`config.mk`:
```
export PLATFORM = sky130hd
export DESIGN_NAME = matrix_ram_loader
export DESIGN_NICKNAME = d
export VERILOG_FILES = /design/src/rtl/matrix_ram_loader.sv
export SDC_FILE = /design/constraint.sdc
export NUM_CORES = 1
export LEC_CHECK = 0
export ABC_AREA = 1
export CELL_PAD_IN_SITES_DETAIL_PLACEMENT = 0
export CELL_PAD_IN_SITES_GLOBAL_PLACEMENT = 1
export CORE_MARGIN = 3
export CORE_UTILIZATION = 34
export CTS_BUF_LIST = sky130_fd_sc_hd__clkbuf_16
export DETAILED_ROUTE_END_ITERATION = 10
export PLACE_DENSITY_LB_ADDON = 0.1
export SYNTH_ARGS = -nofsm -noshare
export SYNTH_HDL_FRONTEND = slang
export SYNTH_SLANG_ARGS = --single-unit
```
`constraint.sdc`:
```
create_clock -name clk -period 5 [get_ports clk]
set_input_delay 1.5 -clock clk [delete_from_list [all_inputs] [get_ports clk]]
set_output_delay 1.5 -clock clk [all_outputs]
set_load 0.01 [all_outputs]
```
`src/rtl/matrix_ram_loader.sv`:
```
// rtl/matrix_ram_loader.sv - streams a 5x5 matrix into RAM as the 5x10 augmented matrix [A|I]
module matrix_ram_loader #(
  parameter int DATA_W    = 32,
  parameter int ADDR_W    = 6,
  parameter int BASE_ADDR = 1
) (
  input  logic              clk,
  input  logic              rst_n,
  input  logic              start,
  input  logic [DATA_W-1:0] s_data,
  input  logic              s_valid,
  output logic              s_ready,
  output logic              ram_we,
  output logic [ADDR_W-1:0] ram_addr,
  output logic [DATA_W-1:0] ram_din,
  output logic              busy,
  output logic              done
);

  typedef enum logic [1:0] {IDLE, LOAD, DONE} state_t;

  state_t              state_q, state_d;
  logic [2:0]          row_q, row_d;
  logic [3:0]          col_q, col_d;
  logic                ram_we_q, ram_we_d;
  logic [ADDR_W-1:0]   ram_addr_q, ram_addr_d;
  logic [DATA_W-1:0]   ram_din_q, ram_din_d;
  logic                done_q, done_d;

  logic                wr_en;
  logic [ADDR_W-1:0]   elem_addr;
  logic [DATA_W-1:0]   elem_data;

  // Streamed columns accept data; identity columns are generated locally, so the stream is held off.
  always_comb begin
    s_ready = (state_q == LOAD) && (col_q < 4'd5);
  end

  // Element address/value for the current row/col; address wraps modulo 2^ADDR_W.
  always_comb begin
    elem_addr = ADDR_W'(BASE_ADDR) + ADDR_W'(row_q) * ADDR_W'(10) + ADDR_W'(col_q);
    if (col_q < 4'd5) begin
      elem_data = s_data;
    end else if ((col_q - 4'd5) == {1'b0, row_q}) begin
      elem_data = DATA_W'(1);
    end else begin
      elem_data = '0;
    end
  end

  // Next-state logic: counter advance on each element written, wrap to next row after col 9.
  always_comb begin
    state_d = state_q;
    row_d   = row_q;
    col_d   = col_q;
    wr_en   = 1'b0;
    done_d  = 1'b0;
    unique case (state_q)
      IDLE: begin
        if (start) begin
          state_d = LOAD;
          row_d   = 3'd0;
          col_d   = 4'd0;
        end
      end
      LOAD: begin
        wr_en = (col_q < 4'd5) ? s_valid : 1'b1;
        if (wr_en) begin
          if (col_q == 4'd9) begin
            col_d = 4'd0;
            if (row_q == 3'd4) begin
              state_d = DONE;
              row_d   = 3'd0;
            end else begin
              row_d = row_q + 3'd1;
            end
          end else begin
            col_d = col_q + 4'd1;
          end
        end
      end
      DONE: begin
        done_d  = 1'b1;
        state_d = IDLE;
      end
      default: state_d = IDLE;
    endcase
    ram_we_d   = wr_en;
    ram_addr_d = wr_en ? elem_addr : ram_addr_q;
    ram_din_d  = wr_en ? elem_data : ram_din_q;
  end

  // State, counters and registered RAM port / done pulse.
  always_ff @(posedge clk) begin
    if (!rst_n) begin
      state_q    <= IDLE;
      row_q      <= 3'd0;
      col_q      <= 4'd0;
      ram_we_q   <= 1'b0;
      ram_addr_q <= '0;
      ram_din_q  <= '0;
      done_q     <= 1'b0;
    end else begin
      state_q    <= state_d;
      row_q      <= row_d;
      col_q      <= col_d;
      ram_we_q   <= ram_we_d;
      ram_addr_q <= ram_addr_d;
      ram_din_q  <= ram_din_d;
      done_q     <= done_d;
    end
  end

  assign ram_we   = ram_we_q;
  assign ram_addr = ram_addr_q;
  assign ram_din  = ram_din_q;
  assign busy     = (state_q != IDLE);
  assign done     = done_q;

endmodule

```
==> metrics <==
Crit path required time 3500 ps; Starting Density 36.4%; worst r2r dst ram_din[3]$_SDFFE_PN0P_; clock skew 6.49 ps; Logic pwr share 24.2%; Final HPWL DP 4000 um; HP Class flip-flop to flip-flop; Bufs on Longest Clock Path 2; Slew @ Worst Pin 1090 ps; crit path to s_ready; Setup Buffers After CTS 0; Via density 4.65; Int Power 733 uW; pre-CTS setup slack 1620 ps; P_leak 1.25 nW; max-cap violations 0; io pins 78; GP Congestion 0.799; number of CTS-inserted buffers 5; antenna violations before repair 0; crit path max fanout 9; Sequential Area 981 um^2; die area 0.00762 mm^2; CTS tree yes; Max VDD drop 0.171 mV; Worst setup EP type output pin; WP data arrival 2100 ps; total grt overflow 0; setup TNS 0 ps; Finished Cell Area 0.00318 mm^2; largest net degree at the start of global routing 40; Clk Latency, worst-skew pair 290 ps; Worst Reg-to-Reg Cells 8; Post-Syn Nets 347; placed cell area 0.00303 mm^2; Core Rows 28; Final WS setup 1400 ps; post-synth cell types 29; Seq/Total Area, Yosys 43.7%; routed wire length 5710 um; Final min period 3600 ps; # setup viols final 0; Root Buffer clkbuf_16; H-tree depth 2; diodes inserted 0; crit path launch col_q[0]$_SDFFE_PN0P_; Syn Area/Cell 7.49 um^2; DRT iter0 DRCs 95; fmax 278 MHz; Port Buf Inserts 77; Gate Count Post-Synth 300; die width 87.3 um; first-pass GRT wire length 9320 um; cell taking the most area after synthesis dfxtp_1; fin crit share 72.0%; GRT Util Overall 15.4%; Seq pwr share 42.7%; Core ar. 0.00617 mm^2; status complete, no violations; share of post-route cells with drive strength above 1 5.65%; DRC errors left 0; die height 87.3 um; max_slew headroom 26.8%; Clk pwr share 33.1%; Power Total 1.05 mW; final slew viol count 0; Synth top area share 43.7%; Crit Path Class flip-flop to output pin; First-pass DRT Iterations 4; Sink Count 49; switch share 30.1%; Synth-to-Final Area Change 41.7%; Avg WL per Cell 12.8 um; Pwr Density 329 mW/mm^2; Final nets 418; Reg clk slew, reported paths 70 ps; startpoint types flip-flop; vias in the first global route 1,916; reg-to-reg critical path startpoint col_q[0]$_SDFFE_PN0P_; ANT nets after route 0; r2r setup slk 2700 ps; Hold Buf Count CTS 0; Sw Pwr 315 uW; CTS resizes 0; Mapped Area 0.00225 mm^2; RSZ-0062 raised after global routing no; Synthesis Warnings 0; top cells by area, synth dfxtp_1 (44%), nand2_1 (16%), a21oi_1 (9.6%), ha_1 (5.6%), nand3_1 (3.3%); flops & latches, synth 49; vias 2,078; FILL cells 618; Final Hold Violating Endpoints 0; area of the multi-input gates 0.00110 mm^2
cell usage in the layout, fill, tap and decap left out, drive strengths merged:
cell type / count
buf: 1
clkbuf: 5
clkinvlp: 2
fa: 1
or2: 2
clkdlybuf4s50: 77
a22oi: 1
nand3: 15
xor2: 5
nor2: 20
ha: 10
nand4: 2
xnor2: 2
dfxtp: 49
a21oi: 43
nand3b: 1
nor3: 2
o21bai: 2
inv: 23
a31oi: 1
o21ai: 9
nand2: 99
layout make-up:
cell class                 instances  share of cell area (%)
tap                               75                    2.95
timing repair buffer              78                    24.4
multi-input combinational        215                    34.5
inverter                          22                    2.59
clock buffer                       5                    3.93
clock inverter                     3                   0.825
sequential                        49                    30.8
Yosys cell counts:
cell type	instances
nand3_1	15
o21bai_1	2
buf_1	1
inv_2	4
xnor2_1	2
nand2_2	3
a21oi_1	43
nor3_4	1
clkbuf_1	3
nor3_1	1
fa_1	1
or2_2	2
o21ai_0	9
xor2_1	5
a22oi_1	1
inv_1	18
buf_6	3
buf_4	1
nor2_1	18
clkbuf_2	1
nand2_1	96
nor2_2	1
buf_2	5
dfxtp_1	49
nand4_1	2
a31oi_1	1
ha_1	10
nand3b_1	1
nor2_8	1
through the flow:
step	cells	hold slack, ps	util, %
finish	447	463	51.6
floorplan	300	445	-
CTS	447	468	51.6
detailed placement	439	457	49.2
global placement	439	452	49.2
global route	447	483	51.6
worst min-delay path by stage:
stage                                        start                        to  depth (start not counted)
after global routing       ram_din[8]$_SDFFE_PN0P_   ram_din[8]$_SDFFE_PN0P_                          2
final                     ram_din[29]$_SDFFE_PN0P_  ram_din[29]$_SDFFE_PN0P_                          2
after global placement    ram_din[31]$_SDFFE_PN0P_  ram_din[31]$_SDFFE_PN0P_                          2
after floorplan            state_q[0]$_SDFFE_PN0P_           done$_SDFF_PN0_                          1
after CTS                 ram_din[14]$_SDFFE_PN0P_  ram_din[14]$_SDFFE_PN0P_                          2
after detailed placement  ram_din[29]$_SDFFE_PN0P_  ram_din[29]$_SDFFE_PN0P_                          2
registers in the layout (all words and copies together), names as in the netlist:
name and count:
row_q 3, ram_addr 6, done 1, ram_din 32, ram_we 1, col_q 4, state_q 2
logic make-up (layout without fill, tap and decap cells):
group / Yosys count / count (layout) / share of synthesized area, %
xor+xnor: 7 / 7 / 2.73
flops: 49 / 49 / 43.7
compound gates: 56 / 56 / 12.9
buf+inv: 36 / 108 / 7.52
fa+ha+maj: 11 / 11 / 6.46
simple gates: 141 / 141 / 26.8
critical path, cell delays in order (launching register included):
cell	delay [ps]
dfxtp_1	530
inv_1	160
ha_1	240
inv_1	70
nand2_2	80
nand2_1	180
nor2_1	70
clkdlybuf4s50_1	480
per-layer routing:
layer	GRT usage (%)	routed length, um
met5	0	0
met4	5.86	53
met3	3.78	388
met2	23.6	2490
met1	20.9	2780
power by group through the flow:
stage               sequential, mW  clock [mW]  combinational (mW)
finish                       0.448       0.347               0.254
floorplan                    0.462           0               0.140
CTS                          0.448       0.360               0.258
global placement             0.457           0               0.255
detailed placement           0.457           0               0.257
global route                 0.452       0.379               0.283
No activity file was read; power rests on OpenSTA's default activity.
